<file path="src/rtl/cnn_pkg.sv">
// ============================================================================
// cnn_pkg : shared kernel geometry, weight types and scheduler state encoding
// Revision : 1.0 - initial release
// ============================================================================
`default_nettype none

package cnn_pkg;

  localparam int KERNEL_TAPS  = 9;
  localparam int WEIGHT_WIDTH = 8;

  typedef logic signed [WEIGHT_WIDTH-1:0] weight_t;
  typedef weight_t [KERNEL_TAPS-1:0]      kernel_wt_t;

  typedef enum logic [0:0] {
    IDLE  = 1'b0,
    ISSUE = 1'b1
  } sched_state_e;

  // Index width for a filter count; a single filter still needs one bit.
  function automatic int fw_of(input int n);
    return (n <= 1) ? 1 : $clog2(n);
  endfunction

endpackage

`default_nettype wire

</file>
<file path="src/rtl/conv_tag_pipe.sv">
// ============================================================================
// conv_tag_pipe : fixed-depth shift register carrying {valid, idx, last} tags
//                 alongside the MAC pipeline
// Revision : 1.0 - initial release
// ============================================================================
`default_nettype none

module conv_tag_pipe #(
  parameter int DEPTH = 2,
  parameter int IDX_W = 2
) (
  input  logic             clk,
  input  logic             rst_n,
  input  logic             i_valid,
  input  logic [IDX_W-1:0] i_idx,
  input  logic             i_last,
  output logic             o_valid,
  output logic [IDX_W-1:0] o_idx,
  output logic             o_last,
  output logic             o_any
);

  logic [DEPTH-1:0] r_valid;
  logic [DEPTH-1:0] r_last;
  logic [IDX_W-1:0] r_idx [DEPTH];

  always_ff @(posedge clk or negedge rst_n) begin
    if (!rst_n) begin
      r_valid <= '0;
      r_last  <= '0;
      for (int s = 0; s < DEPTH; s++) r_idx[s] <= '0;
    end else begin
      r_valid[0] <= i_valid;
      r_last[0]  <= i_last;
      r_idx[0]   <= i_idx;
      for (int s = 1; s < DEPTH; s++) begin
        r_valid[s] <= r_valid[s-1];
        r_last[s]  <= r_last[s-1];
        r_idx[s]   <= r_idx[s-1];
      end
    end
  end

  assign o_valid = r_valid[DEPTH-1];
  assign o_last  = r_last[DEPTH-1];
  assign o_idx   = r_idx[DEPTH-1];
  assign o_any   = |r_valid;

endmodule

`default_nettype wire

</file>
<file path="src/rtl/conv_filter_sched.sv">
// ============================================================================
// conv_filter_sched : replays each accepted 3x3 window to one shared MAC once
//                     per filter and tags the returning results
// Revision : 1.0 - initial release
// ============================================================================
`default_nettype none

module conv_filter_sched
  import cnn_pkg::*;
#(
  parameter int DATA_WIDTH  = 8,
  parameter int OUT_WIDTH   = 32,
  parameter int NUM_FILTERS = 4,
  parameter int MAC_LATENCY = 2,
  localparam int FW         = fw_of(NUM_FILTERS)
) (
  input  logic                                 clk,
  input  logic                                 rst_n,
  input  logic                                 i_enable,
  input  logic                                 i_wt_we,
  input  logic [FW-1:0]                        i_wt_filt,
  input  logic [3:0]                           i_wt_tap,
  input  logic [WEIGHT_WIDTH-1:0]              i_wt_data,
  output logic                                 o_wt_err,
  input  logic                                 i_win_valid,
  output logic                                 o_win_ready,
  input  logic [KERNEL_TAPS*DATA_WIDTH-1:0]    i_window,
  output logic                                 o_mac_valid,
  output logic [KERNEL_TAPS*DATA_WIDTH-1:0]    o_mac_window,
  output logic [KERNEL_TAPS*WEIGHT_WIDTH-1:0]  o_mac_weights,
  input  logic                                 i_mac_valid,
  input  logic [OUT_WIDTH-1:0]                 i_mac_result,
  output logic                                 o_valid,
  output logic [OUT_WIDTH-1:0]                 o_result,
  output logic [FW-1:0]                        o_filt_idx,
  output logic                                 o_last,
  output logic                                 o_busy,
  output logic                                 o_seq_err
);

  localparam logic [0:0]    c_st_idle  = IDLE;
  localparam logic [0:0]    c_st_issue = ISSUE;
  localparam logic [FW-1:0] c_last_cnt = FW'(NUM_FILTERS - 1);

  logic [0:0]                        r_state;
  logic [FW-1:0]                     r_cnt;
  logic [KERNEL_TAPS*DATA_WIDTH-1:0] r_window;
  kernel_wt_t                        r_bank [NUM_FILTERS];

  logic                 r_valid;
  logic [OUT_WIDTH-1:0] r_result;
  logic [FW-1:0]        r_filt_idx;
  logic                 r_last;
  logic                 r_seq_err;
  logic                 r_wt_err;

  logic          w_issue;
  logic          w_cnt_last;
  logic          w_hs;
  logic          w_wt_addr_ok;
  logic          w_wt_accept;
  logic          w_tag_valid;
  logic [FW-1:0] w_tag_idx;
  logic          w_tag_last;
  logic          w_tag_any;

  assign w_issue    = (r_state == c_st_issue);
  assign w_cnt_last = (r_cnt == c_last_cnt);

  // A new window may only land on the final filter slot so the MAC never idles.
  assign o_win_ready = i_enable && (!w_issue || w_cnt_last);
  assign w_hs        = i_win_valid && o_win_ready;

  always_ff @(posedge clk or negedge rst_n) begin
    if (!rst_n) begin
      r_state  <= c_st_idle;
      r_cnt    <= '0;
      r_window <= '0;
    end else begin
      case (r_state)
        c_st_idle: begin
          if (w_hs) begin
            r_window <= i_window;
            r_cnt    <= '0;
            r_state  <= c_st_issue;
          end
        end
        c_st_issue: begin
          if (!w_cnt_last) begin
            r_cnt <= r_cnt + FW'(1);
          end else if (w_hs) begin
            r_window <= i_window;
            r_cnt    <= '0;
          end else begin
            r_cnt   <= '0;
            r_state <= c_st_idle;
          end
        end
        default: r_state <= c_st_idle;
      endcase
    end
  end

  assign w_wt_addr_ok = (i_wt_tap < 4'(KERNEL_TAPS)) &&
                        ({1'b0, i_wt_filt} < (FW+1)'(NUM_FILTERS));
  assign w_wt_accept  = i_wt_we && !o_busy && !w_hs && w_wt_addr_ok;

  always_ff @(posedge clk or negedge rst_n) begin
    if (!rst_n) begin
      for (int f = 0; f < NUM_FILTERS; f++) r_bank[f] <= '0;
    end else begin
      for (int f = 0; f < NUM_FILTERS; f++)
        for (int t = 0; t < KERNEL_TAPS; t++)
          if (w_wt_accept && i_wt_filt == FW'(f) && i_wt_tap == 4'(t))
            r_bank[f][t] <= weight_t'(i_wt_data);
    end
  end

  assign o_mac_valid   = w_issue;
  assign o_mac_window  = r_window;
  assign o_mac_weights = r_bank[r_cnt];

  conv_tag_pipe #(
    .DEPTH (MAC_LATENCY),
    .IDX_W (FW)
  ) u_tag_pipe (
    .clk     (clk),
    .rst_n   (rst_n),
    .i_valid (w_issue),
    .i_idx   (r_cnt),
    .i_last  (w_cnt_last),
    .o_valid (w_tag_valid),
    .o_idx   (w_tag_idx),
    .o_last  (w_tag_last),
    .o_any   (w_tag_any)
  );

  assign o_busy = w_issue || w_tag_any;

  always_ff @(posedge clk or negedge rst_n) begin
    if (!rst_n) begin
      r_valid    <= 1'b0;
      r_result   <= '0;
      r_filt_idx <= '0;
      r_last     <= 1'b0;
      r_seq_err  <= 1'b0;
      r_wt_err   <= 1'b0;
    end else begin
      r_valid  <= i_mac_valid && w_tag_valid;
      r_wt_err <= i_wt_we && !w_wt_accept;
      if (i_mac_valid && w_tag_valid) begin
        r_result   <= i_mac_result;
        r_filt_idx <= w_tag_idx;
        r_last     <= w_tag_last;
      end
      if (i_mac_valid && !w_tag_valid) r_seq_err <= 1'b1;
    end
  end

  assign o_valid    = r_valid;
  assign o_result   = r_result;
  assign o_filt_idx = r_filt_idx;
  assign o_last     = r_last;
  assign o_seq_err  = r_seq_err;
  assign o_wt_err   = r_wt_err;

endmodule

`default_nettype wire

</file>
<file path="config.mk">
export PLATFORM = sky130hd
export DESIGN_NAME = conv_filter_sched
export DESIGN_NICKNAME = d
export VERILOG_FILES = /design/src/rtl/cnn_pkg.sv /design/src/rtl/conv_tag_pipe.sv /design/src/rtl/conv_filter_sched.sv
export SDC_FILE = /design/constraint.sdc
export NUM_CORES = 1
export LEC_CHECK = 0
export ABC_AREA = 1
export BUFFER_PORTS_ARGS = -buffer_cell sky130_fd_sc_hd__buf_2
export CORE_MARGIN = 4
export CORE_UTILIZATION = 45
export DETAILED_ROUTE_END_ITERATION = 16
export PLACE_DENSITY = 0.69
export SLEW_MARGIN = 30
export SYNTH_ARGS = -nofsm -noshare
export SYNTH_HDL_FRONTEND = slang
export SYNTH_SLANG_ARGS = --single-unit
</file>
<file path="constraint.sdc">
create_clock -name clk -period 2 [get_ports clk]
set_input_delay 0.5 -clock clk [delete_from_list [all_inputs] [get_ports clk]]
set_output_delay 0.5 -clock clk [all_outputs]
set_load 0.02 [all_outputs]
</file>
==> flow_metrics.env, run 1 <==
export IMPL_status="complete, but fails checks"
export IMPL_violations="negative setup slack"
export IMPL_core_area_sq_um=39000
export IMPL_netlist_area_leader_share=0.571
export IMPL_synth_seq_cells=409
export IMPL_synthTopCellsByArea="dfrtp_1 57%, nand2_1 19%, nand3_1 8.1%"
export IMPL_synth_fp_nets=2337
export IMPL_netlist_area_sq_um=17900
export IMPL_gp_congestion=0.861
export IMPL_hold_path_class="in -> reg"
export IMPL_numClockSinks=409
export IMPL_crit_type="reg -> out"
export IMPL_power_mw=32.9
export IMPL_postSynthCellCount=2212
export IMPL_start_kind="flip-flop"
export IMPL_setup_viol=362
export IMPL_place_ws_ns=-0.0880
export IMPL_grt_pass1_wl_um=92500
export IMPL_die_x_um=208
export IMPL_min_delay_start="i_window[48]"
export IMPL_ir_drop_uv=961
export IMPL_drt_iter0_drc=1623
export IMPL_r2r_end="r_bank[279]"
export IMPL_hpwl_um=36900
export IMPL_grt_overflow_total=0
export IMPL_hold_viol_final=0
export IMPL_track_usage=0.261
export IMPL_period_minus_slack_ns=2.59
export IMPL_avgViaCountPerCell=5.48
export IMPL_cp_max_fo=24
export IMPL_numCtsBuffers=45
export IMPL_io_buffers=308
export IMPL_powerDensity_nw_per_um2=1390
export IMPL_slew_headroom=0.664
export IMPL_yosys_warnings=0
export IMPL_max_freq_ghz=0.387
export IMPL_syn2layout_area_growth_pct=31.8
export IMPL_antenna_found_initial=2
export IMPL_drt_pass1_iterations=5
export IMPL_min_path_cells=3
export IMPL_clk_latency_ns=0.58
export IMPL_maxCapViolCount=0
export IMPL_ys_types=18
export IMPL_hold_path_end="o_mac_window[48]"
export IMPL_rsz0062_at_grt="true"
export IMPL_vias=17000
export IMPL_wl_per_cell_um=19.1
export IMPL_clk_path_buf_depth=3
export IMPL_post_route_period_util=1.29
export IMPL_fin_skew_ns=0.0256
export IMPL_drv_slew=0
export IMPL_setup_ws_ns=-0.587
export IMPL_yosysSeqAreaShare=0.571
export IMPL_cts_tree="built"
export IMPL_initial_core_util=0.460
export IMPL_yosysTopAreaCell="dfrtp_1"
export IMPL_grt_max_degree=79
export IMPL_grt_pass1_vias=16700
export IMPL_die_h_um=208
export IMPL_dieArea_sq_um=43100
export IMPL_drc=0
export IMPL_worstMarginPinSlew_ns=0.505
export IMPL_leakage_nw=12.7
export IMPL_synth_avg_cell_area_sq_um=8.11
export IMPL_r2r_setup_slack_ns=-0.29
export IMPL_rows=72
export IMPL_cp_end_kind="primary output"
export IMPL_cts_root_buf="clkbuf_16"
export IMPL_rr_worst_depth=12
export IMPL_drt_antenna_violating_nets=0
export IMPL_fillCellCount=3378
export IMPL_fin_nets=2675
export IMPL_clkTransAtPathRegs_ns=0.06
export IMPL_wirelength_um=59400
export IMPL_critPathArrivalTime_ns=2.09
export IMPL_crit_required_ns=1.50
export IMPL_drive_above_1_share=0.258
export IMPL_io_pins=309
export IMPL_htree_levels=2
export IMPL_reg2reg_from="r_cnt[0]"
==> through the flow <==
stage	hold WS, ns	util	area (sq um)	setup TNS, ns	cells
final	0.108	0.606	23600	-94.90	3102
after CTS	0.0820	0.594	23200	-80.89	3094
after floorplan	0.204	-	18300	-4.30	2212
after global placement	0.335	0.550	21500	-1.75	3008
after detailed placement	0.342	0.550	21500	-6.30	3008
after global routing	0.103	0.606	23600	-120.87	3101
==> flip-flops by register name, indices dropped and copies added (netlist names), 2 cells and up <==
| register | flops |
|---|---|
| u_tag_pipe.r_last | 2 |
| u_tag_pipe.r_valid | 2 |
| r_bank | 288 |
| r_cnt | 2 |
| o_mac_window | 72 |
| o_result | 32 |
| u_tag_pipe.r_idx | 2 |
| o_filt_idx | 2 |
| u_tag_pipe.o_idx | 2 |
==> cell usage after synthesis <==
cell        n
nand2_1   909
buf_1       3
clkinv_1    6
nand3_2     1
inv_1      15
nor2_2      5
nor2_1    152
buf_2      33
ha_1        1
nand4_1    36
o21bai_1    1
o21ai_0   145
clkbuf_1  125
nand3_1   292
nor3_2      6
dfrtp_1   409
o31ai_1     1
o22ai_1    72
==> worst max path at each step <==
stage | slack [ns] | start | endpoint
CTS | -0.56 | r_cnt[0] | o_mac_weights[23]
detailed placement | -0.09 | i_wt_tap[3] | r_bank[37]
global route | -0.62 | r_cnt[0] | o_mac_weights[39]
floorplan | -0.07 | r_cnt[0] | o_mac_weights[0]
finish | -0.59 | r_cnt[0] | o_mac_weights[39]
global placement | -0.06 | i_wt_tap[3] | r_bank[35]
==> cell families (layout without fill, tap and decap cells) <==
logic type / after synthesis / after routing / synth area share
other: 0 / 1 / 0
AND/OR/NAND/NOR: 1401 / 1401 / 0.322
buffers and inverters: 182 / 553 / 0.0404
flip-flops: 409 / 409 / 0.571
AO/OA/AOI/OAI: 219 / 219 / 0.0664
adder cells (fa/ha/maj): 1 / 1 / 0.000698
==> where the power goes <==
group / leakage [nW] / total, mW / internal [mW] / switching (mW)
combinational: 6.46 / 14.1 / 5.18 / 8.90
clock: 0.728 / 8.32 / 4.82 / 3.49
sequential: 5.51 / 10.5 / 9.65 / 0.827
==> metal layers <==
metal	GRT usage	vias to the layer above	part of all wire
li1	-	7883	-
met1	0.355	8306	0.41
met2	0.429	716	0.49
met3	0.0468	101	0.077
met4	0.0849	2	0.026
met5	0	-	0.00034
==> final cells by class <==
type	instances	area, sq um	area share
multi-input cells	1621	7650	0.324
repair buffers	452	3530	0.149
inverters	21	93.8	0.00397
well taps	518	648	0.0274
clock inverters	17	174	0.00736
flip-flops and latches	409	10200	0.433
clock buffers	63	1300	0.0551
diodes	1	2.50	0.000106
==> worst max-delay path: stages, from the launching register on <==
cell	delay [ns]
dfrtp_4	0.56
clkinv_8	0.15
buf_12	0.19
o21ai_0	0.12
o22ai_1	0.26
buf_4	0.21
==> repair_timing <==
action | CTS | global route
pin swaps | 13 | 7
setup buffers | 3 | 1
gates cloned | 2 | 6
gates resized for setup | 58 | 176
hold buffers | 1 | 0
setup endpoints to repair | 334 | 362
endpoints found under the hold margin | 28 | 0
==> cell usage in the layout (no fill, tap or decap), drive strengths merged <==
master / Yosys / layout
nand3: 293 / 293
o21ai: 145 / 145
inv: 15 / 17
o31ai: 1 / 1
nor2: 157 / 157
nand4: 36 / 36
clkinv: 6 / 17
nor3: 6 / 6
nand2: 909 / 909
o22ai: 72 / 72
dfrtp: 409 / 409
ha: 1 / 1
buf: 36 / 445
diode: 0 / 1
o21bai: 1 / 1
clkinvlp: 0 / 2
dlygate4sd3: 0 / 1
clkbuf: 125 / 69
bufinv: 0 / 2
(Power assumes the default switching activity.)
==> run 2: changes to the inputs <==
--- a/config.mk
+++ b/config.mk
@@ -7,7 +7,7 @@
 export LEC_CHECK = 0
 export ABC_AREA = 1
 export BUFFER_PORTS_ARGS = -buffer_cell sky130_fd_sc_hd__buf_2
-export CORE_MARGIN = 4
+export CORE_MARGIN = 2
 export CORE_UTILIZATION = 45
 export DETAILED_ROUTE_END_ITERATION = 16
 export PLACE_DENSITY = 0.69
==> constraint.sdc (replaced) <==
create_clock -name clk -period 2 [get_ports clk]
set_input_delay 0.3 -clock clk [delete_from_list [all_inputs] [get_ports clk]]
set_output_delay 0.3 -clock clk [all_outputs]
set_load 0.02 [all_outputs]
==> flow_metrics.env, run 2 (synthesized netlist as in run 1, its figures left out) <==
export IMPL_status="complete, but fails checks"
export IMPL_violations="negative setup slack"
export IMPL_most_common_layout_cells="745 x nand2_1, 407 x dfrtp_1, 289 x nand3_1, 235 x buf_2, 159 x nand2_2"
export IMPL_post_route_period_util=1.20
export IMPL_initial_core_util=0.453
export IMPL_crit_type="reg -> out"
export IMPL_finish_instance_area_sq_um=26800
export IMPL_period_minus_slack_ns=2.40
export IMPL_fin_skew_ns=0.00882
export IMPL_largest_reg_flops=288
export IMPL_p_comb_frac=0.481
export IMPL_critPathArrivalTime_ns=2.10
export IMPL_fin_hold_ws_ns=0.156
export IMPL_regMostFlops="r_bank"
export IMPL_grt_pass1_wl_um=99600
export IMPL_rr_worst_depth=15
export IMPL_wl_met3_um=6470
export IMPL_syn2layout_area_growth_pct=49.3
export IMPL_numCtsBuffers=44
export IMPL_rsz0062_at_grt="true"
export IMPL_clk_path_buf_depth=3
export IMPL_drt_pass1_iterations=5
export IMPL_min_delay_start="i_wt_we"
export IMPL_htree_levels=2
export IMPL_layout_commonest_cell="nand2_1"
export IMPL_reg2reg_from="r_cnt[0]"
export IMPL_grt_max_degree=75
export IMPL_place_ws_ns=-0.00206
export IMPL_vias=18600
export IMPL_seq_power_share=0.288
export IMPL_r2r_end="r_bank[117]"
export IMPL_setup_viol=361
export IMPL_io_pins=309
export IMPL_avgViaCountPerCell=5.69
export IMPL_top_layer_used="met5"
export IMPL_hold_path_end="o_wt_err"
export IMPL_track_usage=0.305
export IMPL_min_path_cells=3
export IMPL_hpwl_um=35200
export IMPL_maxCapViolCount=0
export IMPL_dieArea_sq_um=41500
export IMPL_start_kind="flip-flop"
export IMPL_antenna_found_initial=2
export IMPL_powerDensity_nw_per_um2=1370
export IMPL_drt_iter0_drc=1860
export IMPL_core_area_sq_um=39500
export IMPL_cts_tree="built"
export IMPL_fillCellCount=2880
export IMPL_clkPwrFrac=0.232
export IMPL_p_sw_frac=0.399
export IMPL_wirelength_um=67800
export IMPL_grt_overflow_total=0
export IMPL_die_h_um=204
export IMPL_power_mw=36.6
export IMPL_hold_viol_final=0
export IMPL_drv_slew=0
export IMPL_fin_nets=2825
export IMPL_crit_required_ns=1.70
export IMPL_p_switching_mw=14.6
export IMPL_cp_end_kind="primary output"
export IMPL_clkTransAtPathRegs_ns=0.06
export IMPL_placed_area_sq_um=20900
export IMPL_r2r_setup_slack_ns=-0.33
export IMPL_drive_above_1_share=0.330
export IMPL_dr_wl_met2_um=32600
export IMPL_grt_pass1_vias=18000
export IMPL_cts_root_buf="clkbuf_16"
export IMPL_gp_congestion=0.844
export IMPL_drc=0
export IMPL_setup_ws_ns=-0.397
export IMPL_hold_path_class="in -> reg"
export IMPL_worstMarginPinSlew_ns=0.556
export IMPL_cp_max_fo=9
export IMPL_fin_util=0.677
export IMPL_wl_met1_um=25400
export IMPL_die_x_um=204
export IMPL_rows=73
export IMPL_drt_antenna_violating_nets=0
export IMPL_clk_latency_ns=0.58
export IMPL_numClockSinks=409
export IMPL_leakage_nw=13.8
export IMPL_max_freq_ghz=0.417
export IMPL_wl_per_cell_um=20.8
export IMPL_io_buffers=308
export IMPL_ir_drop_uv=889
export IMPL_intPower_mw=22.0
export IMPL_slew_headroom=0.629
==> run 2: metal layers <==
layer | track usage | vias up
li1 | - | 8208
met1 | 0.396 | 8991
met2 | 0.496 | 1101
met3 | 0.0601 | 257
met4 | 0.142 | 2
met5 | 0 | -
==> run 2: repair_timing <==
action | in CTS | in global routing
hold buffers | 106 | 0
setup endpoints to repair | 122 | 435
endpoints found under the hold margin | 150 | 0
gates cloned | 25 | 20
resized for setup | 262 | 421
pin swaps | 29 | 54
setup buffers | 21 | 11
==> run 2: area by class of cell <==
cell class | instances | area (sq um) | share of cell area
Sequential cell | 409 | 10200 | 0.383
Multi-Input combinational cell | 1621 | 8300 | 0.310
Timing Repair Buffer | 601 | 5920 | 0.221
Clock buffer | 63 | 1310 | 0.0491
Tap cell | 525 | 657 | 0.0245
Clock inverter | 19 | 183 | 0.00682
Inverter | 21 | 105 | 0.00393
Timing Repair inverter | 2 | 46.3 | 0.00173
Antenna cell | 1 | 2.50 | 0.0000935
==> run 2: power by group through the flow <==
stage / sequential, mW / combinational [mW] / clock [mW]
floorplan: 11.7 / 5.55 / 0
global placement: 10.5 / 11.4 / 0
detailed placement: 10.5 / 11.6 / 0
CTS: 10.4 / 15.0 / 8.54
global route: 10.7 / 18.5 / 8.92
finish: 10.5 / 17.6 / 8.48
==> run 2: worst max-delay path, stage by stage, from the launching register on <==
cell and delay, ns:
dfrtp_4 0.49, buf_12 0.18, buf_16 0.16, buf_16 0.14, o21ai_0 0.22, o22ai_1 0.14, buf_4 0.17
==> run 2: worst max-delay path by stage <==
stage / start / to / slack (ns) / cells past startpoint
3_5_place_dp: r_cnt[0] / r_bank[47] / -0.002 / 9
5_1_grt: r_cnt[0] / o_mac_weights[56] / -0.46 / 6
6_report: r_cnt[0] / o_mac_weights[25] / -0.40 / 6
4_1_cts: r_cnt[0] / o_mac_weights[42] / -0.41 / 7
3_3_place_gp: r_cnt[0] / r_bank[10] / 0.05 / 9
2_1_floorplan: r_cnt[0] / o_mac_weights[0] / 0.04 / 6
==> run 2: metrics by stage <==
stage / cells / setup TNS [ns]
floorplan: 2212 / 0
global placement: 3002 / 0
detailed placement: 3002 / -0.00206
CTS: 3236 / -131.05
global route: 3262 / -122.56
finish: 3262 / -91.32
